--- src/rtl/expr_gen.sv ---
// Random legal expression generator: E = F {op F}; F = digit | "(" digit {op digit} ")".
// Choices come from a 16-bit LFSR; one character is emitted per accepted cycle.
module expr_gen #(
   parameter bit PAREN_EN = 1'b1
) (
   input  logic        clk,
   input  logic        clr,
   input  logic        start,
   input  logic [15:0] seed,
   input  logic [3:0]  nterms,
   input  logic        ready,
   output logic [7:0]  out,
   output logic        valid,
   output logic        last,
   output logic        busy
);

   typedef enum logic [2:0] {
      S_IDLE, S_FACT, S_OP, S_IDIG, S_IOP, S_CLOSE
   } state_t;

   state_t      state_q, state_d;
   logic [15:0] lfsr_q, lfsr_d;
   logic [3:0]  fleft_q, fleft_d;
   logic [2:0]  ileft_q, ileft_d;

   logic        fb, par, acc;
   logic [3:0]  dval;
   logic [7:0]  dig, opc;
   logic [2:0]  nin;

   always_comb begin
      fb   = lfsr_q[15] ^ lfsr_q[13] ^ lfsr_q[12] ^ lfsr_q[10];
      dval = (lfsr_q[3:0] >= 4'd10) ? lfsr_q[3:0] - 4'd10 : lfsr_q[3:0];
      dig  = 8'h30 + {4'h0, dval};
      opc  = lfsr_q[4] ? 8'h2A : 8'h2B;
      par  = PAREN_EN & lfsr_q[5];
      nin  = {1'b0, lfsr_q[7:6]} + 3'd1;
   end

   // Outputs depend only on held state, so they stay stable during a stall.
   always_comb begin
      valid = (state_q != S_IDLE);
      busy  = valid;
      out   = '0;
      unique case (state_q)
         S_FACT:  out = par ? 8'h28 : dig;
         S_OP:    out = opc;
         S_IDIG:  out = dig;
         S_IOP:   out = opc;
         S_CLOSE: out = 8'h29;
         default: out = '0;
      endcase
      last = valid && (fleft_q == 4'd1) &&
             (((state_q == S_FACT) && !par) || (state_q == S_CLOSE));
      acc  = valid & ready;
   end

   always_comb begin
      state_d = state_q;
      lfsr_d  = lfsr_q;
      fleft_d = fleft_q;
      ileft_d = ileft_q;
      if (state_q == S_IDLE) begin
         if (start) begin
            lfsr_d  = (seed == 16'h0000) ? 16'hACE1 : seed;
            fleft_d = (nterms == 4'd0) ? 4'd1 : nterms;
            state_d = S_FACT;
         end
      end else if (acc) begin
         lfsr_d = {lfsr_q[14:0], fb};
         unique case (state_q)
            S_FACT: begin
               if (par) begin
                  ileft_d = nin;
                  state_d = S_IDIG;
               end else begin
                  fleft_d = fleft_q - 4'd1;
                  state_d = (fleft_q == 4'd1) ? S_IDLE : S_OP;
               end
            end
            S_OP:  state_d = S_FACT;
            S_IDIG: begin
               ileft_d = ileft_q - 3'd1;
               state_d = (ileft_q == 3'd1) ? S_CLOSE : S_IOP;
            end
            S_IOP: state_d = S_IDIG;
            S_CLOSE: begin
               fleft_d = fleft_q - 4'd1;
               state_d = (fleft_q == 4'd1) ? S_IDLE : S_OP;
            end
            default: state_d = S_IDLE;
         endcase
      end
   end

   always_ff @(posedge clk) begin
      if (clr) begin
         state_q <= S_IDLE;
         lfsr_q  <= 16'hACE1;
         fleft_q <= '0;
         ileft_q <= '0;
      end else begin
         state_q <= state_d;
         lfsr_q  <= lfsr_d;
         fleft_q <= fleft_d;
         ileft_q <= ileft_d;
      end
   end

endmodule

--- config.mk ---
export PLATFORM = sky130hd
export DESIGN_NAME = expr_gen
export DESIGN_NICKNAME = d
export VERILOG_FILES = /design/src/rtl/expr_gen.sv
export SDC_FILE = /design/constraint.sdc
export NUM_CORES = 1
export LEC_CHECK = 0
export CAP_MARGIN = 20
export CORE_MARGIN = 2
export CORE_UTILIZATION = 43
export DETAILED_ROUTE_END_ITERATION = 8
export GPL_ROUTABILITY_DRIVEN = 0
export PLACE_DENSITY = 0.72
export SYNTH_ARGS = -nofsm -noshare
export SYNTH_HDL_FRONTEND = slang
export SYNTH_SLANG_ARGS = --single-unit
--- constraint.sdc ---
create_clock -name clk -period 2.5 [get_ports clk]
set_input_delay 0.5 -clock clk [delete_from_list [all_inputs] [get_ports clk]]
set_output_delay 0.5 -clock clk [all_outputs]
set_load 0.02 [all_outputs]
=== Word level (Yosys, flattened, before mapping) ===
Cells that the tools add are included.

* Flip-flop bits (word level): 26
* Bits of input ports: 24
* Output and inout port bits: 11
* Word-level logic and storage cells: 64

* $add $sub $neg: 5
* $lt $le $gt $ge: 1
* Equal/unequal tests: 10
* Mux-type cells: 23
* Bitwise gates (word level): 5
* Reduce and logical (&&, ||, !) cells: 16

{| class="wikitable"
|+ Operators with widths
! operator !! count
|-
| 16-bit two-way mux || 4
|-
| 7-bit case mux with 4 select lines || 1
|-
| 4-bit two-way mux || 6
|-
| 16-bit zero test || 1
|-
| 3-bit case mux with 5 select lines || 1
|-
| 3-bit two-way mux || 4
|-
| 4-bit case mux with 2 select lines || 1
|-
| 4-bit AND reduction || 2
|-
| 6-bit by 4-bit adder with 7-bit output (first input constant) || 1
|-
| 7-bit two-way mux || 1
|-
| 3-bit by 1-bit equality test with 1-bit output (second input constant) || 2
|-
| 3-bit by 2-bit equality test with 1-bit output (second input constant) || 2
|-
| 3-bit equality test (second input constant) || 2
|-
| 3-bit case mux with 2 select lines || 1
|-
| 3-bit nonzero test || 2
|-
| 4-bit by 1-bit equality test with 1-bit output (second input constant) || 1
|-
| 4-bit >= comparator (second input constant) || 1
|-
| 4-bit zero test || 1
|-
| 2-bit two-way mux || 2
|-
| 2-bit != test (second input constant) || 2
|-
| 2-bit nonzero test || 2
|-
| 4-bit by 1-bit subtractor with 4-bit output (second input constant) || 1
|-
| 4-bit subtractor (second input constant) || 1
|-
| 2-bit by 1-bit adder with 3-bit output (second input constant) || 1
|-
| 12 further kinds || 17
|}

=== Logic depth before layout (Yosys ltp) ===
Gate-level depths: netlist of the first run.

* Word-level depth: 6
* Gate-level depth with buffers: 7
* Depth with buffers taken out: 6

=== Least setup slack after synthesis of the first run ===
No wires, ideal clock.

* Path kind: register to output
* From: reg state_q[0]
* To: out out[1]
* Arrival time: 1.612 ns
* Data required time: 2.000 ns
* Setup slack: 0.388 ns
* Cell stages (with the launch flop): 6
* Path buffers: 1
* Path through: dfxtp_1 clkbuf_1 nor2b_1 and2_1 a21boi_0 nor2b_1

* Cells in the longest elaborated chain, start to end: 3
* Elaborated cells between the ends (all ways): 7
* Classes of those cells: eq/ne (5); mux (1); reduce/logical (1)

{| class="wikitable"
|+ Ends and longest elaborated chain
! what !! RTL line !! text
|-
| start, declared || 22 || <nowiki>state_t state_q, state_d;</nowiki>
|-
| start signal, assigned || 104 || <nowiki>state_q <= state_d;</nowiki>
|-
| 3-bit equality test / 3-bit by 2-bit equality test with 1-bit output (equally long branches) || 46 || <nowiki>unique case (state_q)</nowiki>
|-
| 2-bit OR reduction (no source line) || n/a ||
|-
| 7-bit case mux with 4 select lines (*) || 46 ||
|-
| end, declared || 12 || <nowiki>output logic [7:0] out,</nowiki>
|}

Every way passes the cells marked *; elsewhere a longest branch is shown, timed or not.

=== Worst setup path after layout of the first run ===
* From: reg lfsr_q[1]
* To: out out[2]

* Cells in the longest elaborated chain, start to end: 5
* Elaborated cells between the ends (all ways): 6
* Classes of those cells: add/sub (2); order compare (1); mux (3)

{| class="wikitable"
|+ Ends and longest elaborated chain
! what !! RTL line !! text
|-
| start, declared || 23 || <nowiki>logic [15:0] lfsr_q, lfsr_d;</nowiki>
|-
| start signal, assigned || 105 || <nowiki>lfsr_q <= lfsr_d;</nowiki>
|-
| 4-bit subtractor / 4-bit >= comparator (equally long branches) || 34 || <nowiki>dval = (lfsr_q[3:0] >= 4'd10) ? lfsr_q[3:0] - 4'd10 : lfsr_q[3:0];</nowiki>
|-
| 4-bit two-way mux (*) || 34 ||
|-
| 6-bit by 4-bit adder with 7-bit output (*) || 35 || <nowiki>dig = 8'h30 + {4'h0, dval};</nowiki>
|-
| 7-bit two-way mux || 47 || <nowiki>S_FACT: out = par ? 8'h28 : dig;</nowiki>
|-
| 7-bit case mux with 4 select lines (*) || 46 ||
|}

Marked as above.

==> results of run 1 <==
==> routing by layer <==
metal,track usage,up-vias,wire [um]
met5,0,-,0
met4,0.0587,0,30
met3,0.0341,4,209
met2,0.357,51,2030
met1,0.238,747,1880
li1,-,818,-
==> metrics by stage <==
| stage | std cells | power [mW] | utilization |
|---|---|---|---|
| 2_1_floorplan | 208 | 0.784 | - |
| 4_1_cts | 289 | 1.19 | 0.568 |
| 3_3_place_gp | 285 | 0.916 | 0.554 |
| 3_5_place_dp | 285 | 0.922 | 0.554 |
| 6_report | 289 | 1.18 | 0.570 |
| 5_1_grt | 289 | 1.26 | 0.570 |
==> cell families after synthesis <==
group / after synthesis / synth area share
multiplexers: 2 / 0.0129
buffers and inverters: 34 / 0.103
XOR/XNOR: 3 / 0.0159
adder cells (fa/ha/maj): 6 / 0.0455
AO/OA/AOI/OAI: 67 / 0.282
AND/OR/NAND/NOR: 68 / 0.223
flip-flops: 26 / 0.315
other: 1 / 0.00227
==> sequential cells by signal (all words and copies together) (netlist names) <==
name / cells
state_q: 3
ileft_q: 3
lfsr_q: 16
fleft_q: 4
==> area by class of cell <==
class	count	area (sq um)	share of cell area
timing repair buffer	47	435	0.207
multi-input combinational	148	968	0.461
inverter	16	60.1	0.0286
sequential	26	522	0.248
clock buffer	4	55.1	0.0262
tap	48	60.1	0.0286
==> placed cells by master, fill, tap and decap left out, types with 4 or more instances in the layout <==
cell type / n
o21ai_0: 8
nor2b_1: 5
a311oi_1: 7
clkbuf_8: 4
ha_1: 6
a211o_1: 9
nor4_1: 4
nand2_1: 7
clkdlybuf4s50_1: 28
nand3b_1: 8
nor3_1: 8
a21oi_1: 17
o22ai_1: 10
dfxtp_1: 25
nor2_1: 20
buf_4: 15
a211oi_1: 4
inv_1: 16
==> report_power, final <==
part | internal [mW] | leakage, nW | switching, mW
logic | 0.197 | 0.613 | 0.207
clock network | 0.141 | 0.0288 | 0.129
registers | 0.464 | 0.216 | 0.0424
==> worst max path at each step <==
stage	from	end	slack (ns)	cells past startpoint
2_1_floorplan	state_q[0]	out[1]	0.39	5
4_1_cts	lfsr_q[5]	out[0]	0.06	6
5_1_grt	lfsr_q[1]	out[2]	-0.001	5
3_5_place_dp	start	lfsr_q[6]	0.15	5
3_3_place_gp	start	lfsr_q[0]	0.17	4
6_report	lfsr_q[1]	out[2]	0.08	5
==> worst max-delay path: stages (launching register included) <==
cell and delay, ns:
dfxtp_1 0.41, inv_1 0.10, ha_1 0.29, a21oi_1 0.12, and2_1 0.13, clkdlybuf4s50_1 0.59
==> results.json, run 1 <==
{
  "outcome": "finished clean",
  "endpoint_kind": "output port",
  "floorplan.initialDensity": 0.447,
  "rows": 22,
  "cp_data_required_time_ns": 2.00,
  "ff2ff_path_depth": 5,
  "fillerInstances": 355,
  "worstMarginPinSlew_ns": 0.781,
  "hp-start": "lfsr_q[11]",
  "setup_viol_count_final": 0,
  "drive_above_1_share": 0.0996,
  "cts_root_buffer": "clkbuf_8",
  "port_buffers": 32,
  "rrSetupSlack_ns": 0.54,
  "grt_pass1_wl_um": 6760,
  "num-nets-final": 272,
  "min_period_over_period": 0.966,
  "gr-total-overflow": 0,
  "ctsHtreeMaxLevel": 1,
  "worst_skew_pair.late_latency_ns": 0.27,
  "syn-cell-area_sq_mm": 0.00165,
  "finalCriticalPeriod_ns": 2.42,
  "finClkSkew_ns": 0.00552,
  "p_per_area_mw_per_mm2": 562,
  "arrival_ns": 1.92,
  "ys_top_cells_by_count": "dfxtp_1, nor2_1, a21oi_1",
  "placement.cell_area_sq_mm": 0.00204,
  "fin_area_sq_mm": 0.00210,
  "syn_inst": 207,
  "synthArstFlopShare": 0,
  "fin_worst_hold_slack_ns": 0.492,
  "avgSynthCellArea_sq_um": 7.97,
  "synth-main-ff-cell": "dfxtp_1",
  "drt-total-wl_um": 4150,
  "syn_to_final_growth_pct": 27.3,
  "cts_setup_buffers": 0,
  "synth_seq_cells": 26,
  "worstSetupPathType": "flip-flop to output port",
  "cp-start-kind": "flip-flop",
  "drv_slew": 0,
  "synth_top_area_frac": 0.315,
  "synth.most_common_cell": "dfxtp_1",
  "yosysSeqAreaShare": 0.315,
  "slew_headroom": 0.478,
  "dr_total_vias": 1620,
  "maxCapViolCount": 0,
  "viasPerCell": 5.61,
  "ir_worst_vdd_v": 0.000355,
  "cts_buffer_depth": 2,
  "boundaryPins": 35,
  "crit_fanout": 5,
  "r2r_end": "lfsr_q[10]",
  "worst_slack_ns": 0.0847,
  "postRouteAntennaNets": 0,
  "yosys_warnings": 0,
  "cts_hold_buf": 0,
  "clock.fmax_mhz": 414,
  "cts_tree": "yes",
  "antenna_found_initial": 0,
  "die_x_um": 66.0,
  "wl_per_cell_um": 14.3,
  "r2r_start": "state_q[1]",
  "clk_pin_slew_ns": 0.09,
  "hold_end": "lfsr_q[11]",
  "post-place-ws_ns": 0.153,
  "antenna_cells": 0,
  "synth_area_leaders": "dfxtp_1, a21oi_1, a211o_1",
  "cts.sinks": 26,
  "track_usage": 0.198,
  "hpwl_um": 3150,
  "holdCritPathClass": "flip-flop to flip-flop",
  "grt_pass1_vias": 1518,
  "drt_first_pass_iters": 4,
  "synth_cell_types": 43,
  "p_leak_nw": 0.858,
  "drcViolationCount": 0,
  "die_area_sq_mm": 0.00435,
  "yosysTopAreaCell": "dfxtp_1",
  "cts_resized": 3,
  "die_h_um": 66.0,
  "grt_max_degree": 21,
  "hold_viol": 0,
  "hold-path-cell-count": 1,
  "first_iter_violations": 58,
  "fin_tns_setup_ns": 0,
  "synth_edf_count": 0,
  "core_sq_mm": 0.00369,
  "numCtsBuffers": 3
}
No activity file was read; power rests on OpenSTA's default activity.
==> run 2: changes to the inputs <==
CELL_PAD_IN_SITES_DETAIL_PLACEMENT = 0   (was unset)
CELL_PAD_IN_SITES_GLOBAL_PLACEMENT = 1   (was unset)
CORE_UTILIZATION = 37   (was 43)
PLACE_DENSITY = 0.82   (was 0.72)
==> run 2 against run 1 <==
Maximum frequency rose by 0.88%. Count of clock-buffer cells in the layout did not move. Die area rose by 15%. First-iteration DRC count rose by 1.7%. Wire length fell by 0.19%. Clock power rose by 3%. Worst setup slack improved by 0.021 ns. Total power rose by 0.65%. Design area rose by 0.36%. Register-to-register slack got worse by 0.15 ns. Sequential share of layout area fell by 0.088 points. Critical path type unchanged. Critical endpoint is now busy. Largest cell class unchanged. Highest routed layer unchanged.
==> results.json, run 2 (same netlist as run 1, synthesis figures left out) <==
{
  "gr-total-overflow": 0,
  "clk_pin_slew_ns": 0.10,
  "port_buffers": 32,
  "wl_per_cell_um": 14.1,
  "cts_tree": "yes",
  "holdCritPathClass": "flip-flop to flip-flop",
  "grt_max_degree": 19,
  "postRouteAntennaNets": 0,
  "cts.sinks": 26,
  "final_common_cell": "clkdlybuf4s50_1",
  "die_area_sq_mm": 0.00501,
  "setup_viol_count_final": 0,
  "maxCapViolCount": 0,
  "seq_area_sq_um": 522,
  "worstMarginPinSlew_ns": 0.637,
  "drt_first_pass_iters": 4,
  "endpoint_kind": "output port",
  "antenna_found_initial": 0,
  "p_leak_nw": 0.876,
  "drcViolationCount": 0,
  "core_sq_mm": 0.00432,
  "finClkSkew_ns": 0.00648,
  "cp_data_required_time_ns": 2.00,
  "die_x_um": 70.8,
  "total_power_mw": 1.19,
  "ctsHtreeMaxLevel": 1,
  "numCtsBuffers": 3,
  "hold_viol": 0,
  "placement.cell_area_sq_mm": 0.00205,
  "worstSetupPathType": "flip-flop to output port",
  "ir_worst_vdd_v": 0.000221,
  "slew_headroom": 0.574,
  "rsz0062_at_grt": "no",
  "drt-total-wl_um": 4140,
  "track_usage": 0.171,
  "first_iter_violations": 59,
  "cts_hold_buf": 0,
  "antenna_cells": 0,
  "final_cell_mix": "clkdlybuf4s50_1, dfxtp_1, nor2_1",
  "floorplan.initialDensity": 0.382,
  "worst_skew_pair.late_latency_ns": 0.27,
  "cts_root_buffer": "clkbuf_8",
  "arrival_ns": 1.89,
  "largest_reg_flops": 16,
  "boundaryPins": 35,
  "cts_buffer_depth": 2,
  "cp-start-kind": "flip-flop",
  "hpwl_um": 3120,
  "grt_pass1_vias": 1474,
  "viasPerCell": 5.48,
  "outcome": "finished clean",
  "num-nets-final": 272,
  "die_h_um": 70.8,
  "fin_tns_setup_ns": 0,
  "crit_fanout": 8,
  "largest-register": "lfsr_q",
  "finalCriticalPeriod_ns": 2.39,
  "multi_input_area_sq_um": 968,
  "grt_pass1_wl_um": 7030,
  "drv_slew": 0,
  "rows": 24,
  "min_period_over_period": 0.958,
  "fillerInstances": 444,
  "fin_worst_hold_slack_ns": 0.482,
  "p_per_area_mw_per_mm2": 564,
  "clock.fmax_mhz": 418,
  "syn_to_final_growth_pct": 27.7,
  "fin_area_sq_mm": 0.00211,
  "dr_total_vias": 1605,
  "drive_above_1_share": 0.0996,
  "reg_top3": "lfsr_q: 16 flops, fleft_q: 4 flops"
}
## run 2: what timing repair did
item                       in CTS  in global routing
pin swaps                       0                  0
resized for setup               3                  3
setup endpoints to repair       3                  3
buffers inserted                0                  0
## run 2: cell type report
type                       instances  area share
multi-input combinational        148       0.459
sequential                        26       0.247
timing repair buffer              47       0.208
tap                               52      0.0309
inverter                          16      0.0285
clock buffer                       4      0.0261
## run 2: power by group
part	internal, mW	switching (mW)
Sequential	0.465	0.0436
Combinational	0.197	0.205
Clock	0.141	0.137
## run 2: worst max-delay path, cell delays in order, from the launching register on
cell and delay (ns):
dfxtp_2 0.37, buf_4 0.17, nor3_2 0.24, buf_4 0.19, inv_1 0.10, clkdlybuf4s50_1 0.55
## run 2: final timing paths
kind | start | to | slack (ns) | cells past startpoint
worst min-delay path | lfsr_q[11] | lfsr_q[11] | 0.48 | 1
worst min register to register | lfsr_q[11] | lfsr_q[11] | 0.48 | 1
worst max-delay path | state_q[0] | busy | 0.11 | 5
worst max register to register | state_q[1] | lfsr_q[10] | 0.39 | 6
## run 2: per-stage QoR
stage	setup slack, ns	std cells	utilization
floorplan	0.388	208	-
global placement	0.177	289	0.473
detailed placement	0.146	289	0.473
CTS	0.00229	293	0.486
global route	0.0106	293	0.488
finish	0.106	293	0.488
## run 2: routing by layer
| metal | global-route usage | up-vias | share of wire |
|---|---|---|---|
| met4 | 0.0503 | 0 | 0.011 |
| met2 | 0.266 | 43 | 0.45 |
| met1 | 0.244 | 741 | 0.49 |
| met5 | 0 | - | 0 |
| li1 | - | 815 | - |
| met3 | 0.0285 | 6 | 0.049 |
